<file path="src/rtl/dma_cmd_executor_if.sv">
// dma_cmd_executor_if
//   Bundles the dispatcher command link, the read-burst request port and the
//   write-completion/status signals of the DMA command executor.
//   Modports:
//     master - dispatcher / datapath side: drives commands, clears, request
//              ready and line-write completions; observes status.
//     slave  - executor side: consumes commands, issues read bursts,
//              reports queue/FSM status and the completion interrupt.
interface dma_cmd_executor_if #(
    parameter int SRC_ADDR_WIDTH    = 48,
    parameter int DST_ADDR_WIDTH    = 48,
    parameter int XFER_LENGTH_WIDTH = 40,
    parameter int CMDQ_DEPTH_LOG2   = 4,
    parameter int BURST_CNT_WIDTH   = 5
) ();
    logic                         sclr;
    logic                         new_cmd;
    logic [SRC_ADDR_WIDTH-1:0]    cmd_src_addr;
    logic [DST_ADDR_WIDTH-1:0]    cmd_dst_addr;
    logic [XFER_LENGTH_WIDTH-1:0] cmd_xfer_length;
    logic                         clear_irq;

    logic                         rd_req_valid;
    logic                         rd_req_ready;
    logic [SRC_ADDR_WIDTH-1:0]    rd_req_addr;
    logic [BURST_CNT_WIDTH-1:0]   rd_req_burstcnt;
    logic [DST_ADDR_WIDTH-1:0]    cur_dst_addr;
    logic                         wr_line_done;

    logic                         controller_busy_rd;
    logic                         controller_busy_wr;
    logic                         cmdq_empty;
    logic                         cmdq_full;
    logic                         cmdq_underflow;
    logic                         cmdq_overflow;
    logic [CMDQ_DEPTH_LOG2:0]     cmdq_usedw;
    logic                         irq;
    logic                         irq_pulse;
    logic [3:0]                   rd_ctrl_fsm_cs;
    logic [15:0]                  rd_xfer_remaining;
    logic [3:0]                   wr_ctrl_fsm_cs;
    logic [15:0]                  wr_xfer_remaining;

    modport master (
        output sclr, new_cmd, cmd_src_addr, cmd_dst_addr, cmd_xfer_length,
               clear_irq, rd_req_ready, wr_line_done,
        input  rd_req_valid, rd_req_addr, rd_req_burstcnt, cur_dst_addr,
               controller_busy_rd, controller_busy_wr, cmdq_empty, cmdq_full,
               cmdq_underflow, cmdq_overflow, cmdq_usedw, irq, irq_pulse,
               rd_ctrl_fsm_cs, rd_xfer_remaining, wr_ctrl_fsm_cs,
               wr_xfer_remaining
    );

    modport slave (
        input  sclr, new_cmd, cmd_src_addr, cmd_dst_addr, cmd_xfer_length,
               clear_irq, rd_req_ready, wr_line_done,
        output rd_req_valid, rd_req_addr, rd_req_burstcnt, cur_dst_addr,
               controller_busy_rd, controller_busy_wr, cmdq_empty, cmdq_full,
               cmdq_underflow, cmdq_overflow, cmdq_usedw, irq, irq_pulse,
               rd_ctrl_fsm_cs, rd_xfer_remaining, wr_ctrl_fsm_cs,
               wr_xfer_remaining
    );
endinterface

</file>
<file path="src/rtl/dma_cmd_executor.sv">
// dma_cmd_executor
//   Controller-side endpoint of the DMA command link. Commands are queued in
//   a small FIFO and executed one at a time: the read FSM splits each command
//   into 64-byte-line read bursts of at most MAX_BURST lines, the write FSM
//   counts completed line writes and raises a sticky irq plus a one-cycle
//   irq_pulse when the whole transfer has landed.
//   Ports:
//     clk      - clock
//     reset_n  - asynchronous active-low reset
//     bus      - dma_cmd_executor_if.slave: command inputs, read request
//                port, write completion input, status and interrupt outputs
module dma_cmd_executor #(
    parameter int SRC_ADDR_WIDTH    = 48,
    parameter int DST_ADDR_WIDTH    = 48,
    parameter int XFER_LENGTH_WIDTH = 40,
    parameter int CMDQ_DEPTH_LOG2   = 4,
    parameter int MAX_BURST         = 16,
    parameter int BURST_CNT_WIDTH   = 5
) (
    input  logic                clk,
    input  logic                reset_n,
    dma_cmd_executor_if.slave   bus
);
    localparam int DEPTH   = 1 << CMDQ_DEPTH_LOG2;
    // ceil(len/64) needs one bit more than len[XFER_LENGTH_WIDTH-1:6]
    localparam int LINES_W = XFER_LENGTH_WIDTH - 5;
    localparam int ENTRY_W = SRC_ADDR_WIDTH + DST_ADDR_WIDTH + XFER_LENGTH_WIDTH;

    localparam logic [3:0] RD_IDLE   = 4'd0;
    localparam logic [3:0] RD_LOAD   = 4'd1;
    localparam logic [3:0] RD_ISSUE  = 4'd2;
    localparam logic [3:0] RD_DRAIN  = 4'd3;
    localparam logic [3:0] WR_IDLE   = 4'd0;
    localparam logic [3:0] WR_ACTIVE = 4'd1;
    localparam logic [3:0] WR_DONE   = 4'd2;

    localparam logic [CMDQ_DEPTH_LOG2-1:0] PTR_ONE   = {{(CMDQ_DEPTH_LOG2-1){1'b0}}, 1'b1};
    localparam logic [CMDQ_DEPTH_LOG2:0]   USEDW_ONE = {{CMDQ_DEPTH_LOG2{1'b0}}, 1'b1};
    localparam logic [LINES_W-1:0]         LINES_ONE = {{(LINES_W-1){1'b0}}, 1'b1};

    logic [3:0]                   rd_state_q, rd_state_d;
    logic [3:0]                   wr_state_q, wr_state_d;
    logic [SRC_ADDR_WIDTH-1:0]    rd_addr_q, rd_addr_d;
    logic [LINES_W-1:0]           rd_rem_q, rd_rem_d;
    logic [LINES_W-1:0]           wr_rem_q, wr_rem_d;
    logic [DST_ADDR_WIDTH-1:0]    dst_q, dst_d;
    logic [CMDQ_DEPTH_LOG2-1:0]   wr_ptr_q, wr_ptr_d;
    logic [CMDQ_DEPTH_LOG2-1:0]   rd_ptr_q, rd_ptr_d;
    logic [CMDQ_DEPTH_LOG2:0]     usedw_q, usedw_d;
    logic                         ovf_q, ovf_d;
    logic                         unf_q, unf_d;
    logic                         irq_q, irq_d;
    logic                         irq_pulse_q, irq_pulse_d;

    logic [ENTRY_W-1:0]           mem_q [DEPTH];
    logic [ENTRY_W-1:0]           head;
    logic [SRC_ADDR_WIDTH-1:0]    head_src;
    logic [DST_ADDR_WIDTH-1:0]    head_dst;
    logic [XFER_LENGTH_WIDTH-1:0] head_len;
    logic [LINES_W-1:0]           head_lines;

    logic                         cmdq_empty;
    logic                         cmdq_full;
    logic                         push;
    logic                         pop;
    logic                         rd_handshake;
    logic [BURST_CNT_WIDTH-1:0]   burstcnt;

    assign head     = mem_q[rd_ptr_q];
    assign head_len = head[XFER_LENGTH_WIDTH-1:0];
    assign head_dst = head[XFER_LENGTH_WIDTH +: DST_ADDR_WIDTH];
    assign head_src = head[XFER_LENGTH_WIDTH+DST_ADDR_WIDTH +: SRC_ADDR_WIDTH];
    // Round up to whole 64-byte lines
    assign head_lines = {1'b0, head_len[XFER_LENGTH_WIDTH-1:6]}
                      + {{(LINES_W-1){1'b0}}, |head_len[5:0]};

    assign cmdq_empty = (usedw_q == '0);
    // usedw never exceeds DEPTH, so its top bit alone marks a full queue
    assign cmdq_full  = usedw_q[CMDQ_DEPTH_LOG2];

    assign push = bus.new_cmd && !cmdq_full && !bus.sclr;
    // A new command waits until both FSMs are idle and the previous irq was acknowledged
    assign pop  = (rd_state_q == RD_IDLE) && (wr_state_q == WR_IDLE)
               && !cmdq_empty && !irq_q && !bus.sclr;

    assign burstcnt = (rd_rem_q >= LINES_W'(MAX_BURST)) ? BURST_CNT_WIDTH'(MAX_BURST)
                                                         : rd_rem_q[BURST_CNT_WIDTH-1:0];
    assign rd_handshake = (rd_state_q == RD_ISSUE) && bus.rd_req_ready;

    // Command queue bookkeeping: pointers, occupancy and sticky overflow/underflow
    always_comb begin
        wr_ptr_d = wr_ptr_q;
        rd_ptr_d = rd_ptr_q;
        usedw_d  = usedw_q;
        ovf_d    = ovf_q;
        unf_d    = unf_q;
        if (push) wr_ptr_d = wr_ptr_q + PTR_ONE;
        if (pop)  rd_ptr_d = rd_ptr_q + PTR_ONE;
        if (push && !pop)      usedw_d = usedw_q + USEDW_ONE;
        else if (pop && !push) usedw_d = usedw_q - USEDW_ONE;
        if (bus.new_cmd && cmdq_full) ovf_d = 1'b1;
        // A line completion is only legal while lines are still outstanding
        if (bus.wr_line_done && !((wr_state_q == WR_ACTIVE) && (wr_rem_q != '0)))
            unf_d = 1'b1;
        if (bus.sclr) begin
            wr_ptr_d = '0;
            rd_ptr_d = '0;
            usedw_d  = '0;
            ovf_d    = 1'b0;
            unf_d    = 1'b0;
        end
    end

    // Read FSM: latch the popped command and issue line bursts until none remain
    always_comb begin
        rd_state_d = rd_state_q;
        rd_addr_d  = rd_addr_q;
        rd_rem_d   = rd_rem_q;
        dst_d      = dst_q;
        case (rd_state_q)
            RD_IDLE: begin
                if (pop) begin
                    rd_state_d = RD_LOAD;
                    rd_addr_d  = head_src;
                    rd_rem_d   = head_lines;
                    dst_d      = head_dst;
                end
            end
            RD_LOAD: rd_state_d = (rd_rem_q != '0) ? RD_ISSUE : RD_DRAIN;
            RD_ISSUE: begin
                if (rd_handshake) begin
                    rd_addr_d = rd_addr_q + (SRC_ADDR_WIDTH'(burstcnt) << 6);
                    rd_rem_d  = rd_rem_q - LINES_W'(burstcnt);
                    if (rd_rem_q == LINES_W'(burstcnt)) rd_state_d = RD_DRAIN;
                end
            end
            RD_DRAIN: if (wr_state_q == WR_IDLE) rd_state_d = RD_IDLE;
            default:  rd_state_d = RD_IDLE;
        endcase
        if (bus.sclr) begin
            rd_state_d = RD_IDLE;
            rd_addr_d  = '0;
            rd_rem_d   = '0;
            dst_d      = '0;
        end
    end

    // Write FSM: count line completions, then signal the end of transfer
    always_comb begin
        wr_state_d  = wr_state_q;
        wr_rem_d    = wr_rem_q;
        irq_d       = irq_q;
        irq_pulse_d = 1'b0;
        if (bus.clear_irq) irq_d = 1'b0;
        case (wr_state_q)
            WR_IDLE: begin
                if (pop) begin
                    wr_state_d = WR_ACTIVE;
                    wr_rem_d   = head_lines;
                end
            end
            WR_ACTIVE: begin
                if (wr_rem_q == '0)         wr_state_d = WR_DONE;
                else if (bus.wr_line_done)  wr_rem_d   = wr_rem_q - LINES_ONE;
            end
            WR_DONE: begin
                // Completion overrides a coincident clear_irq
                wr_state_d  = WR_IDLE;
                irq_d       = 1'b1;
                irq_pulse_d = 1'b1;
            end
            default: wr_state_d = WR_IDLE;
        endcase
        if (bus.sclr) begin
            wr_state_d  = WR_IDLE;
            wr_rem_d    = '0;
            irq_d       = 1'b0;
            irq_pulse_d = 1'b0;
        end
    end

    // State registers
    always_ff @(posedge clk or negedge reset_n) begin
        if (!reset_n) begin
            rd_state_q  <= RD_IDLE;
            wr_state_q  <= WR_IDLE;
            rd_addr_q   <= '0;
            rd_rem_q    <= '0;
            wr_rem_q    <= '0;
            dst_q       <= '0;
            wr_ptr_q    <= '0;
            rd_ptr_q    <= '0;
            usedw_q     <= '0;
            ovf_q       <= 1'b0;
            unf_q       <= 1'b0;
            irq_q       <= 1'b0;
            irq_pulse_q <= 1'b0;
        end else begin
            rd_state_q  <= rd_state_d;
            wr_state_q  <= wr_state_d;
            rd_addr_q   <= rd_addr_d;
            rd_rem_q    <= rd_rem_d;
            wr_rem_q    <= wr_rem_d;
            dst_q       <= dst_d;
            wr_ptr_q    <= wr_ptr_d;
            rd_ptr_q    <= rd_ptr_d;
            usedw_q     <= usedw_d;
            ovf_q       <= ovf_d;
            unf_q       <= unf_d;
            irq_q       <= irq_d;
            irq_pulse_q <= irq_pulse_d;
        end
    end

    // Queue storage; contents need no reset since pointers gate every read
    always_ff @(posedge clk) begin
        if (push) mem_q[wr_ptr_q] <= {bus.cmd_src_addr, bus.cmd_dst_addr, bus.cmd_xfer_length};
    end

    assign bus.rd_req_valid       = (rd_state_q == RD_ISSUE);
    assign bus.rd_req_addr        = rd_addr_q & ~SRC_ADDR_WIDTH'(63);
    assign bus.rd_req_burstcnt    = burstcnt;
    assign bus.cur_dst_addr       = dst_q;
    assign bus.controller_busy_rd = (rd_state_q != RD_IDLE);
    assign bus.controller_busy_wr = (wr_state_q != WR_IDLE);
    assign bus.cmdq_empty         = cmdq_empty;
    assign bus.cmdq_full          = cmdq_full;
    assign bus.cmdq_underflow     = unf_q;
    assign bus.cmdq_overflow      = ovf_q;
    assign bus.cmdq_usedw         = usedw_q;
    assign bus.irq                = irq_q;
    assign bus.irq_pulse          = irq_pulse_q;
    assign bus.rd_ctrl_fsm_cs     = rd_state_q;
    assign bus.wr_ctrl_fsm_cs     = wr_state_q;
    // Line counts of 65536 or more read as all ones
    assign bus.rd_xfer_remaining  = (|rd_rem_q[LINES_W-1:16]) ? 16'hFFFF : rd_rem_q[15:0];
    assign bus.wr_xfer_remaining  = (|wr_rem_q[LINES_W-1:16]) ? 16'hFFFF : wr_rem_q[15:0];
endmodule

</file>
<file path="src/flat_wrapper.sv">
// flat-port wrapper written by rule: the top's interface ports become plain ports
module dma_cmd_executor_flat 
#(
    parameter int SRC_ADDR_WIDTH    = 48,
    parameter int DST_ADDR_WIDTH    = 48,
    parameter int XFER_LENGTH_WIDTH = 40,
    parameter int CMDQ_DEPTH_LOG2   = 4,
    parameter int MAX_BURST         = 16,
    parameter int BURST_CNT_WIDTH   = 5
)
  (clk, reset_n, bus_sclr, bus_new_cmd, bus_cmd_src_addr, bus_cmd_dst_addr, bus_cmd_xfer_length, bus_clear_irq, bus_rd_req_ready, bus_wr_line_done, bus_rd_req_valid, bus_rd_req_addr, bus_rd_req_burstcnt, bus_cur_dst_addr, bus_controller_busy_rd, bus_controller_busy_wr, bus_cmdq_empty, bus_cmdq_full, bus_cmdq_underflow, bus_cmdq_overflow, bus_cmdq_usedw, bus_irq, bus_irq_pulse, bus_rd_ctrl_fsm_cs, bus_rd_xfer_remaining, bus_wr_ctrl_fsm_cs, bus_wr_xfer_remaining);
  dma_cmd_executor_if #(.SRC_ADDR_WIDTH(SRC_ADDR_WIDTH), .DST_ADDR_WIDTH(DST_ADDR_WIDTH), .XFER_LENGTH_WIDTH(XFER_LENGTH_WIDTH), .CMDQ_DEPTH_LOG2(CMDQ_DEPTH_LOG2), .BURST_CNT_WIDTH(BURST_CNT_WIDTH)) bus_i ();
  input  logic clk;
  input  logic reset_n;
  input wire logic [$bits(bus_i.sclr)-1:0] bus_sclr;
  input wire logic [$bits(bus_i.new_cmd)-1:0] bus_new_cmd;
  input wire logic [$bits(bus_i.cmd_src_addr)-1:0] bus_cmd_src_addr;
  input wire logic [$bits(bus_i.cmd_dst_addr)-1:0] bus_cmd_dst_addr;
  input wire logic [$bits(bus_i.cmd_xfer_length)-1:0] bus_cmd_xfer_length;
  input wire logic [$bits(bus_i.clear_irq)-1:0] bus_clear_irq;
  input wire logic [$bits(bus_i.rd_req_ready)-1:0] bus_rd_req_ready;
  input wire logic [$bits(bus_i.wr_line_done)-1:0] bus_wr_line_done;
  output wire logic [$bits(bus_i.rd_req_valid)-1:0] bus_rd_req_valid;
  output wire logic [$bits(bus_i.rd_req_addr)-1:0] bus_rd_req_addr;
  output wire logic [$bits(bus_i.rd_req_burstcnt)-1:0] bus_rd_req_burstcnt;
  output wire logic [$bits(bus_i.cur_dst_addr)-1:0] bus_cur_dst_addr;
  output wire logic [$bits(bus_i.controller_busy_rd)-1:0] bus_controller_busy_rd;
  output wire logic [$bits(bus_i.controller_busy_wr)-1:0] bus_controller_busy_wr;
  output wire logic [$bits(bus_i.cmdq_empty)-1:0] bus_cmdq_empty;
  output wire logic [$bits(bus_i.cmdq_full)-1:0] bus_cmdq_full;
  output wire logic [$bits(bus_i.cmdq_underflow)-1:0] bus_cmdq_underflow;
  output wire logic [$bits(bus_i.cmdq_overflow)-1:0] bus_cmdq_overflow;
  output wire logic [$bits(bus_i.cmdq_usedw)-1:0] bus_cmdq_usedw;
  output wire logic [$bits(bus_i.irq)-1:0] bus_irq;
  output wire logic [$bits(bus_i.irq_pulse)-1:0] bus_irq_pulse;
  output wire logic [$bits(bus_i.rd_ctrl_fsm_cs)-1:0] bus_rd_ctrl_fsm_cs;
  output wire logic [$bits(bus_i.rd_xfer_remaining)-1:0] bus_rd_xfer_remaining;
  output wire logic [$bits(bus_i.wr_ctrl_fsm_cs)-1:0] bus_wr_ctrl_fsm_cs;
  output wire logic [$bits(bus_i.wr_xfer_remaining)-1:0] bus_wr_xfer_remaining;
  assign bus_i.sclr = bus_sclr;
  assign bus_i.new_cmd = bus_new_cmd;
  assign bus_i.cmd_src_addr = bus_cmd_src_addr;
  assign bus_i.cmd_dst_addr = bus_cmd_dst_addr;
  assign bus_i.cmd_xfer_length = bus_cmd_xfer_length;
  assign bus_i.clear_irq = bus_clear_irq;
  assign bus_i.rd_req_ready = bus_rd_req_ready;
  assign bus_i.wr_line_done = bus_wr_line_done;
  assign bus_rd_req_valid = bus_i.rd_req_valid;
  assign bus_rd_req_addr = bus_i.rd_req_addr;
  assign bus_rd_req_burstcnt = bus_i.rd_req_burstcnt;
  assign bus_cur_dst_addr = bus_i.cur_dst_addr;
  assign bus_controller_busy_rd = bus_i.controller_busy_rd;
  assign bus_controller_busy_wr = bus_i.controller_busy_wr;
  assign bus_cmdq_empty = bus_i.cmdq_empty;
  assign bus_cmdq_full = bus_i.cmdq_full;
  assign bus_cmdq_underflow = bus_i.cmdq_underflow;
  assign bus_cmdq_overflow = bus_i.cmdq_overflow;
  assign bus_cmdq_usedw = bus_i.cmdq_usedw;
  assign bus_irq = bus_i.irq;
  assign bus_irq_pulse = bus_i.irq_pulse;
  assign bus_rd_ctrl_fsm_cs = bus_i.rd_ctrl_fsm_cs;
  assign bus_rd_xfer_remaining = bus_i.rd_xfer_remaining;
  assign bus_wr_ctrl_fsm_cs = bus_i.wr_ctrl_fsm_cs;
  assign bus_wr_xfer_remaining = bus_i.wr_xfer_remaining;
  dma_cmd_executor #(.SRC_ADDR_WIDTH(SRC_ADDR_WIDTH), .DST_ADDR_WIDTH(DST_ADDR_WIDTH), .XFER_LENGTH_WIDTH(XFER_LENGTH_WIDTH), .CMDQ_DEPTH_LOG2(CMDQ_DEPTH_LOG2), .MAX_BURST(MAX_BURST), .BURST_CNT_WIDTH(BURST_CNT_WIDTH)) u_core (.clk(clk), .reset_n(reset_n), .bus(bus_i));
endmodule
</file>
<file path="config.mk">
export PLATFORM = sky130hd
export DESIGN_NAME = dma_cmd_executor_flat
export DESIGN_NICKNAME = d
export VERILOG_FILES = /design/src/rtl/dma_cmd_executor_if.sv /design/src/rtl/dma_cmd_executor.sv /design/src/flat_wrapper.sv
export SDC_FILE = /design/constraint.sdc
export NUM_CORES = 2
export LEC_CHECK = 0
export ABC_AREA = 0
export CORE_MARGIN = 2
export CORE_UTILIZATION = 25
export CTS_CLUSTER_SIZE = 25
export DETAILED_ROUTE_END_ITERATION = 10
export GPL_TIMING_DRIVEN = 0
export PLACE_DENSITY_LB_ADDON = 0.2
export SETUP_SLACK_MARGIN = 0.5
export SLEW_MARGIN = 10
export SYNTH_ARGS = -nofsm -noshare
export SYNTH_HDL_FRONTEND = slang
export SYNTH_SLANG_ARGS = --single-unit
</file>
<file path="constraint.sdc">
create_clock -name clk -period 10.1 [get_ports clk]
set_input_delay 2.02 -clock clk [delete_from_list [all_inputs] [get_ports clk]]
set_output_delay 2.02 -clock clk [all_outputs]
set_load 0.05 [all_outputs]
</file>
# Word level (Yosys, flattened, before mapping)
# Memory sizes are Yosys's and may differ from the RTL's.
# Index checks and enable logic that the tools add are counted.
dict set report totals {
  ff_bits 191
  mem_count 1
  in_bits 143
  ram_bits 2176
}
dict set report op_classes {
  n_reduce_logical 44
  n_mux 46
  order_cmp 1
  n_eq_ne 14
  addsub 8
}
# memory depth width read_ports rd_ports_with_merged_regs wr line_no
set mem_list {}
lappend mem_list {u_core.mem_q 16 136 1 0 1 dma_cmd_executor.sv:55} ;# logic [ENTRY_W-1:0] mem_q [DEPTH];
# operator n
set ops {}
lappend ops {{2-to-1 mux 48 bit} 6}
lappend ops {{2-to-1 mux 35 bit} 6}
lappend ops {{one-hot mux 35 bit (2 select lines)} 2}
lappend ops {{one-hot mux 48 bit (2 select lines)} 1}
lappend ops {{nonzero test 35 bit} 2}
lappend ops {{adder 48 x 11 -> 48 bit} 1}
lappend ops {{2-to-1 mux 4 bit} 11}
lappend ops {{OR reduction 19 bit} 2}
lappend ops {{adder 34 x 1 -> 35 bit} 1}
lappend ops {{equality test 35 x 5 -> 1 bit} 1}
lappend ops {{greater-or-equal comparator 35 x 5 -> 1 bit (second input constant)} 1}
lappend ops {{zero test 35 bit} 1}
lappend ops {{subtractor 35 x 1 -> 35 bit (second input constant)} 1}
lappend ops {{subtractor 35 x 5 -> 35 bit} 1}
lappend ops {{2-to-1 mux 16 bit} 2}
lappend ops {{2-to-1 mux 5 bit} 4}
lappend ops {{one-hot mux 4 bit (4 select lines)} 1}
lappend ops {{!= test 3 x 2 -> 1 bit (second input constant)} 5}
lappend ops {{equality test 4 x 2 -> 1 bit (second input constant)} 3}
lappend ops {{logical AND 1 bit} 12}
lappend ops {{2-to-1 mux 1 bit} 12}
lappend ops {{nonzero test 3 bit} 4}
lappend ops {{nonzero test 2 bit} 5}
lappend ops {{!= test 3 bit (second input constant)} 3}
lappend ops {{13 further kinds} 25}

# Longest topological paths before layout
dict set report depth {
  ltp_word 9
  ltp_mapped 23
  depth_no_buf 16
}

# Least setup slack after synthesis
# No wires, ideal clock.
dict set report synth_path {
  kind {in2reg}
  start {input port bus_sclr}
  end {memory u_core.mem_q[3][0] (netlist bit) (enable)}
  required_time_ps 9322
  cell_stages 4
  arrival_time_ps 11650
  path_slack_ps -2328
  cell_sequence {clkbuf_1 -> clkbuf_1 -> or3b_2 -> nor3_1}
}
dict set report synth_via {
  elab_chain_cells 4
}
# item line_no
set synth_lines {}
lappend synth_lines {{start: declaration} flat_wrapper.sv:15} ;# input wire logic [$bits(bus_i.sclr)-1:0] bus_sclr;
lappend synth_lines {{zero test 1 bit} dma_cmd_executor.sv:81} ;# assign push = bus.new_cmd && !cmdq_full && !bus.sclr;
lappend synth_lines {{logical AND 1 bit} dma_cmd_executor.sv:81}
lappend synth_lines {{2-to-1 mux 1 bit} dma_cmd_executor.sv:217} ;# if (push) mem_q[wr_ptr_q] <= {bus.cmd_src_addr, bus.cmd_dst_addr, bus.cmd_xfer_length};
lappend synth_lines {{2-to-1 mux 1 bit (implied by the code)} dma_cmd_executor.sv:217}
lappend synth_lines {{end: declaration} dma_cmd_executor.sv:55}
# Every way passes these cells.

# Worst setup path in the final report
dict set report layout_path {
  start {register u_core.rd_ptr_q[2]}
  end {register u_core.rd_rem_q[24]}
}
dict set report layout_via {
  elab_chain_cells 6
}
# item line_no
set layout_lines {}
lappend layout_lines {{start: declaration} dma_cmd_executor.sv:48} ;# logic [CMDQ_DEPTH_LOG2-1:0] rd_ptr_q, rd_ptr_d;
lappend layout_lines {{start signal: assignment} dma_cmd_executor.sv:206} ;# rd_ptr_q <= rd_ptr_d;
lappend layout_lines {{memory (16 x 136 bit) *} -}
lappend layout_lines {{OR reduction 6 bit} dma_cmd_executor.sv:75} ;# + {{(LINES_W-1){1'b0}}, |head_len[5:0]};
lappend layout_lines {{adder 34 x 1 -> 35 bit *} dma_cmd_executor.sv:75}
lappend layout_lines {{2-to-1 mux 35 bit *} dma_cmd_executor.sv:122} ;# if (pop) begin
lappend layout_lines {{one-hot mux 35 bit (2 select lines) *} dma_cmd_executor.sv:120} ;# case (rd_state_q)
lappend layout_lines {{2-to-1 mux 35 bit *} dma_cmd_executor.sv:140} ;# if (bus.sclr) begin
lappend layout_lines {{end signal: assignment} dma_cmd_executor.sv:202} ;# rd_rem_q <= rd_rem_d;
lappend layout_lines {{end: declaration} dma_cmd_executor.sv:44} ;# logic [LINES_W-1:0] rd_rem_q, rd_rem_d;
# Every way passes the cells marked *; elsewhere a longest branch is shown, timed or not. The select of a mux whose other input is x is not followed.
# A chain may end at the register's enable or synchronous reset.

==> results.ini <==
[sta]
fin_ws_ps = 1010
setup_violations = 0
tightest_slew_ps = 1200
tns_ps = 0
min_period_ps = 9090
finalHoldViolCount = 0
rsz0062_at_grt = false
fmax_mhz = 110
slew_headroom = 0.197
slew_viol_final = 0
timing.final.crit_share = 0.900
fin_worst_skew_ps = 93.1

[hold_path]
hp-start = u_core.bus.cmdq_underflow$_DFFE_PN0P_
hold_path.class = reg2reg

[pwr]
p_per_area_mw_per_mm2 = 241
p_leak_nw = 33.6
ir_drop_mv = 0.181

[setup_path]
r2r-start = u_core.rd_ptr_q[2]$_DFFE_PN0P_
path_class = reg2reg
worstPathMaxFanout = 10
arrival_ps = 9820
crit_path_end_kind = flop
cp.required_ps = 10830
cp-start-kind = flop
cp-startpoint = u_core.rd_ptr_q[2]$_DFFE_PN0P_

[place]
place_congestion = 0.825
place_ws_ps = 872
dpl.hpwl_mm = 195
portBuffers = 281
placed_cells_incl_taps = 9674

[logic_synthesis]
yosysWarnings = 0
synth_cell_type_count = 75
ys_ff_latch = 2261
synth_common_cells = edfxtp_1 (2080), mux4_2 (489), nand2_1 (217)
yosysSeqAreaShare = 0.751
async_flop_share = 0.0801
yosysTopAreaCell = edfxtp_1
synth_edf_count = 2080
yosysTopAreaCellShare = 0.700
syn_area_mm2 = 0.0892
synth_flop_cell = edfxtp_1
synth_area_leaders = edfxtp_1 (70%), mux4_2 (12%), dfrtp_1 (5.1%)
avgSynthCellArea_um2 = 19.7
postSynthCellCount = 4533
yosysMostFrequentCell = edfxtp_1

[die]
dieArea_mm2 = 0.362
io_pins = 298
floorplan.initialDensity = 0.251
num_rows = 219
die_y_um = 601
core-area_mm2 = 0.356
die_x_um = 601

[cts]
cts_tree = done
clk_pin_slew_worst_paths_ps = 60
clock_latency_ps = 950
cts_sinks = 2261
h-tree-depth = 4
cts.repair.resized = 0
postCtsSetupRepairBufs = 0
hold_buffers = 0
clockBufferDepth = 4
clockRootBuffer = clkbuf_16
cts_made_buffers = 248

[routing]
dr_total_vias = 48117
post_drt_wl_per_cell_um = 28.9
routed_wl_mm = 293
vias_per_cell = 4.75
drtAntennaViolNets = 0
first_iter_violations = 4585
drc = 31
drt_pass1_iterations = 9

[grt]
antenna_found_initial = 65
overflow = 0
grt_max_degree = 99
grt_usage = 0.159
grt_pass1_vias = 48894
grt_pass1_wl_mm = 404

[finish]
syn_to_final_growth_pct = 21.5
final_cells = 10140
n_fill_cell = 34918
drive_above_1_share = 0.207
layout.nets = 5341
final_util = 0.305

[outcome]
status = finished, violations left
failed_checks = DRC

[run]
max-cap-violations = 0

==> worst paths after layout <==
check	end	slack (ps)	depth (start not counted)
worst max register to register	u_core.rd_rem_q[24]$_DFFE_PN0P_	1010	18
worst min-delay path	u_core.bus.cmdq_underflow$_DFFE_PN0P_	500	2
worst min register to register	u_core.bus.cmdq_underflow$_DFFE_PN0P_	500	2
max in group asynchronous	u_core.wr_rem_q[11]$_DFFE_PN0P_	7750	3
worst max-delay path	u_core.rd_rem_q[24]$_DFFE_PN0P_	1010	18
min in group asynchronous	u_core.bus.cur_dst_addr[2]$_DFFE_PN0P_	980	1
==> cells by family (layout without fill, tap and decap cells) <==
logic type,after synthesis,in the layout,synth area share
fa+ha+maj,25,25,0.00367
buf+inv,289,1127,0.0154
other cells,2,20,0.0000842
xor+xnor,46,46,0.00452
flops,2261,2261,0.751
simple gates,669,669,0.0377
compound gates,576,576,0.0423
mux,665,665,0.145
==> routing by layer <==
metal	up-vias	global-route usage	wire length, µm
li1	20089	-	-
met1	26167	0.206	123000
met3	414	0.0250	14100
met2	1411	0.276	148000
met5	-	0	215
met4	36	0.0418	8480
==> where the power goes <==
part / internal, mW / switching (mW)
logic: 2.26 / 3.99
clock network: 5.16 / 3.74
registers: 10.6 / 0.346
total: 18.1 / 8.07
==> cell usage in the layout (no fill, tap or decap), types with 40 or more instances in the layout <==
| master | count |
|---|---|
| buf_2 | 49 |
| clkinv_2 | 45 |
| clkbuf_16 | 251 |
| clkinv_1 | 42 |
| a22oi_1 | 75 |
| mux2i_1 | 155 |
| edfxtp_1 | 2080 |
| or2_2 | 40 |
| o21ai_0 | 173 |
| buf_16 | 59 |
| nand2_1 | 217 |
| clkdlybuf4s50_1 | 280 |
| nor2_1 | 130 |
| dfrtp_1 | 181 |
| nor3_1 | 46 |
| mux4_2 | 489 |
| a221oi_1 | 73 |
| clkbuf_1 | 222 |
| a21oi_1 | 106 |
==> state kept, by name (all words and copies together), names as in the netlist, 2 cells and up <==
register / flops
u_core.wr_rem_q: 35
u_core.wr_ptr_q: 4
u_core.rd_rem_q: 35
u_core.mem_q: 2080
u_core.bus.rd_ctrl_fsm_cs: 2
u_core.rd_addr_q: 42
u_core.rd_ptr_q: 4
u_core.bus.cmdq_usedw: 5
u_core.bus.wr_ctrl_fsm_cs: 2
u_core.bus.cur_dst_addr: 48
==> worst max-delay path: stages, from the launching register on <==
cell and delay, ps:
dfrtp_1 320, clkbuf_1 540, buf_2 410, clkbuf_1 760, clkbuf_1 910, clkbuf_1 840
buf_1 780, clkbuf_1 910, mux2i_1 200, a22oi_1 560, ha_1 340, ha_1 200
a21boi_0 310, nand3_1 160, or3_1 400, clkbuf_1 320, nor3_1 270, xnor2_1 390
o21ai_0 230
==> stage by stage <==
stage	power, mW	hold WS [ps]	instance area, µm²
2_1_floorplan	14.9	455	89300
3_3_place_gp	17.5	491	98000
3_5_place_dp	17.6	486	100000
4_1_cts	26.5	500	108000
5_1_grt	27.1	516	108000
6_report	26.1	496	108000
==> layout make-up <==
cell class | count | area (µm²) | share of cell area
repair buffers | 380 | 5140 | 0.0474
plain buffers | 262 | 1300 | 0.0120
clock inverters | 121 | 1150 | 0.0106
diodes | 8 | 20.0 | 0.000185
inverters | 27 | 101 | 0.000935
multi-input cells | 1993 | 21000 | 0.194
clock buffers | 337 | 6770 | 0.0625
flip-flops and latches | 2261 | 67000 | 0.618
well taps | 4751 | 5940 | 0.0548
(Power assumes the default switching activity.)
